$ cat src/rtl/dmem_arbiter.sv
// Two-requester round-robin arbiter/sequencer for a single-port 1024x32 data memory.
// Optional requester-1 lock is enabled by defining DMEM_ARB_LOCK_EN.
module dmem_arbiter #(
    parameter int ADDR_W    = 32,
    parameter int DATA_W    = 32,
    parameter int MEM_WORDS = 1024
) (
    input  logic              clk,
    input  logic              rst_n,
    input  logic              m0_req,
    input  logic              m0_we,
    input  logic [ADDR_W-1:0] m0_addr,
    input  logic [DATA_W-1:0] m0_wdata,
    output logic              m0_gnt,
    output logic              m0_rvalid,
    input  logic              m1_req,
    input  logic              m1_we,
    input  logic [ADDR_W-1:0] m1_addr,
    input  logic [DATA_W-1:0] m1_wdata,
    output logic              m1_gnt,
    output logic              m1_rvalid,
    input  logic              m1_lock,
    output logic [DATA_W-1:0] rd_data,
    output logic              err,
    output logic              mem_we,
    output logic [ADDR_W-1:0] mem_addr,
    output logic [DATA_W-1:0] mem_wdata,
    input  logic [DATA_W-1:0] mem_rdata
);

    // Handshake: a requester holds req/we/addr/wdata until it sees gnt in the same
    // cycle; its single-cycle rvalid follows two cycles later with rd_data and err.
    typedef enum logic [1:0] {
        IDLE   = 2'd0,
        ACCESS = 2'd1,
        DONE   = 2'd2
    } state_e;

    localparam logic [ADDR_W-1:0] MEM_WORDS_A = ADDR_W'(MEM_WORDS);

    state_e            state_q, state_d;
    logic              rr_m1_q, rr_m1_d;
    logic              hold_we_q, hold_we_d;
    logic              hold_owner_q, hold_owner_d;
    logic [ADDR_W-1:0] hold_addr_q, hold_addr_d;
    logic [DATA_W-1:0] hold_wdata_q, hold_wdata_d;
    logic [DATA_W-1:0] rd_data_q, rd_data_d;
    logic              err_q, err_d;
    logic              pick_m1;
    logic              can_grant;
    logic              in_range;

`ifdef DMEM_ARB_LOCK_EN
    logic lock_q, lock_d;
`else
    logic unused_m1_lock;
    assign unused_m1_lock = m1_lock;
`endif

    assign in_range = (hold_addr_q >> 2) < MEM_WORDS_A;

    // DONE doubles as IDLE, so a new grant can overlap the completion pulse.
    always_comb begin : arb_comb
        can_grant = (state_q != ACCESS);
        if (m0_req && m1_req) begin
            pick_m1 = rr_m1_q;
        end else begin
            pick_m1 = m1_req;
        end
`ifdef DMEM_ARB_LOCK_EN
        if (lock_q && m1_req) begin
            pick_m1 = 1'b1;
        end
`endif
        m0_gnt = can_grant && m0_req && !pick_m1;
        m1_gnt = can_grant && m1_req && pick_m1;
    end

    always_comb begin : next_comb
        state_d      = state_q;
        rr_m1_d      = rr_m1_q;
        hold_we_d    = hold_we_q;
        hold_owner_d = hold_owner_q;
        hold_addr_d  = hold_addr_q;
        hold_wdata_d = hold_wdata_q;
        rd_data_d    = rd_data_q;
        err_d        = err_q;
`ifdef DMEM_ARB_LOCK_EN
        lock_d       = lock_q;
`endif
        case (state_q)
            IDLE, DONE: state_d = (m0_gnt || m1_gnt) ? ACCESS : IDLE;
            ACCESS: begin
                state_d   = DONE;
                rd_data_d = (!hold_we_q && in_range) ? mem_rdata : '0;
                err_d     = !in_range;
            end
            default: state_d = IDLE;
        endcase
        if (m0_gnt || m1_gnt) begin
            hold_owner_d = m1_gnt;
            hold_we_d    = m1_gnt ? m1_we : m0_we;
            hold_addr_d  = m1_gnt ? m1_addr : m0_addr;
            hold_wdata_d = m1_gnt ? m1_wdata : m0_wdata;
            rr_m1_d      = m0_gnt;
`ifdef DMEM_ARB_LOCK_EN
            if (m1_gnt) begin
                lock_d = m1_lock;
            end
`endif
        end
    end

    always_ff @(posedge clk or negedge rst_n) begin
        if (!rst_n) begin
            state_q      <= IDLE;
            rr_m1_q      <= 1'b0;
            hold_we_q    <= 1'b0;
            hold_owner_q <= 1'b0;
            hold_addr_q  <= '0;
            hold_wdata_q <= '0;
            rd_data_q    <= '0;
            err_q        <= 1'b0;
`ifdef DMEM_ARB_LOCK_EN
            lock_q       <= 1'b0;
`endif
        end else begin
            state_q      <= state_d;
            rr_m1_q      <= rr_m1_d;
            hold_we_q    <= hold_we_d;
            hold_owner_q <= hold_owner_d;
            hold_addr_q  <= hold_addr_d;
            hold_wdata_q <= hold_wdata_d;
            rd_data_q    <= rd_data_d;
            err_q        <= err_d;
`ifdef DMEM_ARB_LOCK_EN
            lock_q       <= lock_d;
`endif
        end
    end

    assign mem_we    = (state_q == ACCESS) && hold_we_q && in_range;
    assign mem_addr  = hold_addr_q;
    assign mem_wdata = hold_wdata_q;
    assign m0_rvalid = (state_q == DONE) && !hold_owner_q;
    assign m1_rvalid = (state_q == DONE) && hold_owner_q;
    assign err       = (state_q == DONE) && err_q;
    assign rd_data   = rd_data_q;

endmodule
$ cat config.mk
export PLATFORM = sky130hd
export DESIGN_NAME = dmem_arbiter
export DESIGN_NICKNAME = d
export VERILOG_FILES = /design/src/rtl/dmem_arbiter.sv
export SDC_FILE = /design/constraint.sdc
export NUM_CORES = 1
export LEC_CHECK = 0
export ABC_AREA = 1
export BUFFER_PORTS_ARGS = -buffer_cell sky130_fd_sc_hd__buf_2
export CAP_MARGIN = 20
export CORE_AREA = 4 4 110 112
export CTS_CLUSTER_DIAMETER = 60
export CTS_CLUSTER_SIZE = 14
export DETAILED_ROUTE_END_ITERATION = 10
export DIE_AREA = 0 0 114 116
export GPL_ROUTABILITY_DRIVEN = 0
export PLACE_DENSITY = 0.85
export SLEW_MARGIN = 20
export SYNTH_ARGS = -nofsm -noshare
export SYNTH_HDL_FRONTEND = slang
export SYNTH_SLANG_ARGS = --single-unit
export TNS_END_PERCENT = 30
$ cat constraint.sdc
create_clock -name clk -period 2.8 [get_ports clk]
set_input_delay 0.84 -clock clk [delete_from_list [all_inputs] [get_ports clk]]
set_output_delay 0.84 -clock clk [all_outputs]
set_load 0.01 [all_outputs]
======== Word level (Yosys, flattened, before mapping) ========
Cells that the tools add are included.
operators by class
  div/mod/pow operators ................... 0
  equality and inequality tests ........... 3
  $add $sub $neg .......................... 0
  multipliers ............................. 0
  order comparisons ....................... 1
  bitwise operators ....................... 0
  mux-type cells .......................... 7
  reduce and logical (&&, ||, !) cells .... 18
  shifts and indexed selects .............. 0
operators by type and width
  kind                                                                            count
  32-bit 2-to-1 mux                                                               3
  30-bit by 11-bit less-than comparator with 1-bit output, second input constant  1
  1-bit logical AND                                                               11
  1-bit logical NOT                                                               4
  2-bit one-hot mux with 2 select lines                                           1
  1-bit 2-to-1 mux                                                                3
  2-bit by 1-bit == test with 1-bit output, second input constant                 1
  2-bit == test, second input constant                                            1
  2-bit logical NOT                                                               1
  2-bit by 1-bit inequality test with 1-bit output, second input constant         1
  2-bit OR reduction                                                              1
  1-bit logical OR                                                                1
storage, ports and cells
  output and inout bits ................... 102
  bits in latches ......................... 0
  memories kept ........................... 0
  ROM bits ................................ 0
  register bits ........................... 102
  logic and storage cells ................. 37
  RAM bits ................................ 0

======== Logic depth before layout (Yosys ltp) ========
Gate-level depths: netlist (run 1).
  word-level depth ........................ 7
  gate-level depth with buffers ........... 10
  gate-level depth less buffers ........... 8

======== Worst setup path after synthesis (run 1) ========
No wires, ideal clock.
  path kind ............................... input port to output port
  start ................................... input port m0_req
  end ..................................... output port m1_gnt
  arrival time ............................ 1.384 ns
  path buffers ............................ 2
  required time ........................... 1.960 ns
  path slack .............................. 0.576 ns
  stages .................................. 5
  cell sequence ........................... nand2_1 > nand2_2 > nor2_8 > buf_6 > buf_8
on the way
  cells in the longest elaborated chain, start to end .. 3
RTL lines
  element            line  source
  start, declared    10    input logic m0_req,
  1-bit logical AND  65    if (m0_req && m1_req) begin
  1-bit 2-to-1 mux   65
  1-bit logical AND  76    m1_gnt = can_grant && m1_req && pick_m1;
  end, declared      20    output logic m1_gnt,
No other way between the ends.

======== Worst setup path after layout (run 1) ========
  start ................................... register hold_addr_q[29], in the netlist mem_addr[29]
  end ..................................... output port mem_we
on the way
  cells in the longest elaborated chain, start to end .. 2
RTL lines
  element                                                  line  source
  start, declared                                          45    logic [ADDR_W-1:0] hold_addr_q, hold_addr_d;
  start signal, assigned                                   132   hold_addr_q <= hold_addr_d;
  30-bit by 11-bit less-than comparator with 1-bit output  60    assign in_range = (hold_addr_q >> 2) < MEM_WORDS_A;
  1-bit logical AND                                        142   assign mem_we = (state_q == ACCESS) && hold_we_q && in_range;
  end, declared                                            25    output logic mem_we,
No other way between the ends.

==> results.json, run 1 <==
{
  "yosysTopAreaCell": "dfrtp_1",
  "worstMarginPinSlew_ns": 0.716,
  "h-tree-depth": 3,
  "hold_depth": 1,
  "grt_max_degree": 67,
  "top_level_ports": 269,
  "synth_edf_count": 0,
  "yosysTopAreaCellShare_pct": 46.8,
  "relSlewSlack_pct": 52.2,
  "crit_family": "simple AND/OR/NAND/NOR gates",
  "end_kind": "output port",
  "drive_gt1_share_pct": 28.3,
  "grt_use_total_pct": 21.6,
  "cts_root_buf": "clkbuf_16",
  "setup_tns_ns": 0,
  "port_buffers": 267,
  "synthTopCellsByArea": "dfrtp_1, nand2_1, inv_1",
  "cp_cell_sequence": "nor2_1, nand2_1, nor2_2, nand3_1, nor2_1, buf_2",
  "cts_sinks": 102,
  "initial_utilization_pct": 48.6,
  "hold_viol_final": 0,
  "final_util_pct": 63.7,
  "worstHoldStart": "state_q[0]",
  "drt-vias-per-instance": 4.59,
  "critPathMaxFanout": 3,
  "ys_ff_latch": 102,
  "startpoint_type": "register",
  "wl_per_cell_um": 12.3,
  "finalSetupViolations": 0,
  "reg2reg_depth": 7,
  "clock_path_buffers": 2,
  "antenna_cells": 0,
  "postCtsResizedCells": 0,
  "crit_buf_inv": 1,
  "power_mw": 4.21,
  "max_freq_ghz": 0.414,
  "nets": 1216,
  "path_clk_slew_ns": 0.06,
  "irDropWorstVdd_v": 0.000419,
  "ant_nets": 0,
  "skew_ns": 0.00648,
  "final_cell_area_um2": 7150,
  "clkLatencyLatePin_ns": 0.33,
  "finalCritPeriodShare_pct": 86.3,
  "rows": 39,
  "cp.arrival_ns": 1.58,
  "power.density_nw_per_um2": 589,
  "critical_path_class": "reg2out",
  "cp_slowest_cell": "dfrtp_1",
  "holdBufCountCts": 0,
  "crit_top_cell": "nor2_1",
  "yosysMostFrequentCell": "nand2_1",
  "postSynthCellCount": 801,
  "setup.worst_path.start": "mem_addr[29]",
  "seq_area_frac_synth_pct": 46.8,
  "vias": 5497,
  "yosysWarningCount": 0,
  "avgSynthCellArea_um2": 6.80,
  "ys_top_cells_by_count": "nand2_1, inv_1, dfrtp_1",
  "p_leak_nw": 4.69,
  "grt_pass1_wl_mm": 23.1,
  "cp.required_ns": 1.96,
  "antenna_found_initial": 0,
  "fp.dieH_um": 116,
  "die_w_um": 114,
  "syn_area_um2": 5450,
  "slew_violations": 0,
  "fp.coreArea_um2": 11200,
  "yosysUniqueCellTypes": 20,
  "dpl_cell_area_um2": 6870,
  "async_reset_ff_share_pct": 100,
  "dr.pass1.iters": 4,
  "drtIter0Drc": 432,
  "dpl.hpwl_mm": 11.0,
  "grt_pass1_vias": 4798,
  "cap_violations": 0,
  "cts_tree": "built",
  "outcome": "completed",
  "syn_to_final_growth_pct": 31.2,
  "critPathMaxStageDelay_ns": 0.42,
  "layout_min_cycle_time_ns": 2.42,
  "synth_ff_type": "dfrtp_1",
  "dieArea_um2": 13200,
  "grt_setup_unrepaired": "no",
  "postCtsSetupBuffers": 0,
  "grt-ovfl-total": 0,
  "postSynthNetCount": 968,
  "cp.depth": 6,
  "routed_wl_mm": 14.7,
  "drc": 0,
  "hp-class": "reg2reg",
  "r2r-start": "state_q[1]",
  "cts_buffers": 9
}
[registers in the layout, summed over array words and instances, names as in the netlist]
register      flops
err_q             1
hold_owner_q      1
hold_we_q         1
mem_addr         32
mem_wdata        32
rd_data          32
rr_m1_q           1
state_q           2
[layout by cell type, fill, tap and decap left out]
cell type,synthesis,layout
o21ai_1,34,34
inv_4,1,1
clkbuf_1,15,4
clkbuf_16,0,9
o21ai_0,32,32
nand3_2,1,1
dfrtp_1,102,102
buf_2,19,266
nor2_8,1,1
clkbuf_8,0,3
nand2_2,2,2
buf_4,0,9
nand4_1,32,32
nand3_1,3,3
nor2_2,1,3
a21oi_1,1,1
o22ai_4,0,1
nor2_1,77,75
nand2_1,275,275
buf_12,0,2
inv_1,198,198
[per-stage QoR]
step                worst slack, ns  hold slack (ns)  instances
floorplan                     0.576            0.426        801
finish                        0.385            0.470       1197
CTS                           0.309            0.473       1197
detailed placement            0.400            0.453       1181
global placement              0.428            0.442       1181
global route                  0.160            0.493       1197
[layout make-up]
cell class / count / area (µm²)
tap: 143 / 179
inverter: 199 / 749
fill: 1039 / 4080
multi-input combinational: 460 / 1950
sequential: 102 / 2550
timing repair buffer: 277 / 1440
clock buffer: 16 / 282
[routing by layer]
metal | global-route usage, % | vias to the layer above | share of wire, %
met5 | 0 | - | 0
met4 | 5.70 | 0 | 1.3
met3 | 6.16 | 14 | 9.6
met2 | 35.8 | 229 | 48
met1 | 28.1 | 2435 | 41
li1 | - | 2819 | -
[worst reg2reg max path: stages, from the launching register on]
cell     delay [ns]
dfrtp_1        0.40
inv_1          0.05
nand2_1        0.27
nand3_2        0.64
o21ai_1        0.28
nand2_1        0.09
nand2_1        0.06
inv_1          0.04
[path summary, 6_finish.rpt]
check	end	slack [ns]
min in group asynchronous	rd_data[10]	0.51
max reg2reg	mem_addr[8]	0.85
max in group asynchronous	mem_wdata[29]	1.60
min	state_q[0]	0.47
min reg2reg	state_q[0]	0.47
max	mem_we	0.38
[cell families (layout without fill, tap and decap cells)]
kind of cell | after synthesis | after routing | share of synthesized area [%]
and+or+nand+nor | 392 | 392 | 29.1
AOI/OAI and AO/OA | 68 | 68 | 6.27
buffers and inverters | 239 | 492 | 17.8
DFF | 102 | 102 | 46.8
[power breakdown]
group          total (mW)  switching [mW]  internal, mW
logic                1.23           0.759         0.467
registers            1.80           0.119          1.68
clock network        1.18           0.505         0.679
total                4.21            1.38          2.82
Note: power is estimated with default switching activity, not from simulation.
==> run 2: changes to the inputs <==
--- a/config.mk
+++ b/config.mk
@@ -8,13 +8,13 @@
 export ABC_AREA = 1
 export BUFFER_PORTS_ARGS = -buffer_cell sky130_fd_sc_hd__buf_2
 export CAP_MARGIN = 20
-export CORE_AREA = 4 4 110 112
+export CORE_AREA = 4 4 113 115
 export CTS_CLUSTER_DIAMETER = 60
 export CTS_CLUSTER_SIZE = 14
 export DETAILED_ROUTE_END_ITERATION = 10
-export DIE_AREA = 0 0 114 116
+export DIE_AREA = 0 0 117 119
 export GPL_ROUTABILITY_DRIVEN = 0
-export PLACE_DENSITY = 0.85
+export PLACE_DENSITY = 0.81
 export SLEW_MARGIN = 20
 export SYNTH_ARGS = -nofsm -noshare
 export SYNTH_HDL_FRONTEND = slang
==> constraint.sdc (replaced) <==
create_clock -name clk -period 2.5 [get_ports clk]
set_input_delay 0.75 -clock clk [delete_from_list [all_inputs] [get_ports clk]]
set_output_delay 0.75 -clock clk [all_outputs]
set_load 0.01 [all_outputs]
==> run 2 against run 1 <==
Against the previous run:
- hold slack got worse by 0.12 ns
- combinational power increased by 12%
- final cell count up 0.42%
- flip-flop and latch count did not move
- utilization fell by 2.9 points
- clock-buffer cell count decreased by 6
- first-iteration DRC count down 11%
- sequential power up 12%
- die area rose by 5.3%
- critical path type unchanged
==> results.json, run 2 (same netlist as run 1, synthesis figures left out) <==
{
  "outcome": "completed",
  "vias": 5482,
  "power_mw": 4.81,
  "dr.pass1.iters": 4,
  "critPathMaxFanout": 6,
  "drtIter0Drc": 385,
  "clkLatencyLatePin_ns": 0.34,
  "hp-class": "in2async",
  "port_buffers": 267,
  "layout_commonest_cell": "nand2_1",
  "grt-ovfl-total": 0,
  "routed_wl_mm": 15.4,
  "antenna_cells": 0,
  "cts_tree": "built",
  "h-tree-depth": 3,
  "cap_violations": 0,
  "max_freq_ghz": 0.427,
  "skew_ns": 0.00897,
  "reg2reg_to": "mem_addr[26]",
  "clock_path_buffers": 2,
  "finalCritPeriodShare_pct": 93.6,
  "drc": 0,
  "fp.coreArea_um2": 11800,
  "grt_pass1_vias": 5215,
  "irDropWorstVdd_v": 0.000416,
  "setup_tns_ns": 0,
  "grt_use_total_pct": 21.7,
  "cts_sinks": 102,
  "antenna_found_initial": 0,
  "critical_path_class": "reg2out",
  "end_kind": "output port",
  "fp.dieH_um": 119,
  "reg2reg_depth": 7,
  "reg2reg_slack_ns": 0.56,
  "dpl.hpwl_mm": 11.5,
  "fillers": 1147,
  "postCtsSetupBuffers": 0,
  "final_cell_mix": "nand2_1, buf_2, inv_1",
  "nets": 1217,
  "grt_setup_unrepaired": "no",
  "layout_min_cycle_time_ns": 2.34,
  "power.density_nw_per_um2": 669,
  "syn_to_final_growth_pct": 31.7,
  "worstMarginPinSlew_ns": 0.698,
  "dieArea_um2": 13900,
  "finalSetupViolations": 0,
  "relSlewSlack_pct": 53.3,
  "slew_violations": 0,
  "setup.worst_path.start": "state_q[1]",
  "p_leak_nw": 4.70,
  "cts_root_buf": "clkbuf_16",
  "cp.arrival_ns": 1.59,
  "die_w_um": 117,
  "ant_nets": 0,
  "drt-vias-per-instance": 4.56,
  "cts_buffers": 9,
  "grt_pass1_wl_mm": 24.4,
  "path_clk_slew_ns": 0.07,
  "rows": 40,
  "initial_utilization_pct": 46.1,
  "final_cell_area_um2": 7180,
  "hold_viol_final": 0,
  "startpoint_type": "register",
  "cp.required_ns": 1.75,
  "drive_gt1_share_pct": 28.7,
  "top_level_ports": 269,
  "holdBufCountCts": 0,
  "dpl_cell_area_um2": 6880,
  "hold_ws_ns": 0.348,
  "postCtsResizedCells": 0,
  "crit_end": "mem_we",
  "r2r-start": "state_q[1]",
  "wl_per_cell_um": 12.8,
  "grt_max_degree": 67
}
[run 2: critical path: stages, from the launching register on]
cell and delay, ns:
dfrtp_1 0.42, inv_1 0.07, nand2_1 0.24, nor2_2 0.20, nand3_1 0.10, nor2_1 0.08
buf_2 0.15
[run 2: how the worst min path moves through the flow]
stage	slack, ns	depth (start not counted)	startpoint	end
floorplan	0.43	1	state_q[0]	state_q[0]
global placement	0.44	1	state_q[0]	state_q[0]
detailed placement	0.45	1	state_q[0]	state_q[0]
CTS	0.35	1	rst_n	rd_data[23]
global route	0.37	1	rst_n	rd_data[23]
finish	0.35	1	rst_n	rd_data[26]
[run 2: layer usage]
metal | part of all wire (%) | routed length (µm) | track usage (%)
met2 | 49 | 7620 | 37.3
met3 | 8.1 | 1250 | 4.52
met1 | 42 | 6420 | 27.7
met4 | 0.89 | 137 | 5.23
met5 | 0 | 0 | 0
[run 2: layout make-up]
cell class	count	area (µm²)	share of cell area, %
repair buffers	278	1450	20.1
flip-flops and latches	102	2550	35.6
multi-input cells	460	1950	27.1
inverters	199	749	10.4
clock inverters	6	61.3	0.854
clock buffers	10	239	3.33
well taps	147	184	2.56
[run 2: report_power, final]
group          switching [mW]  internal, mW  leakage [nW]
clock                   0.607         0.800         0.148
combinational           0.859         0.525          3.32
sequential              0.135          1.88          1.24
total                    1.60          3.20          4.70
[run 2: per-stage QoR]
step / cells / setup WS (ns) / utilization [%]
floorplan: 801 / 0.456 / -
global placement: 1186 / 0.273 / 58.2
detailed placement: 1186 / 0.268 / 58.2
CTS: 1202 / 0.141 / 60.8
global route: 1202 / 0.0343 / 60.8
finish: 1202 / 0.159 / 60.8
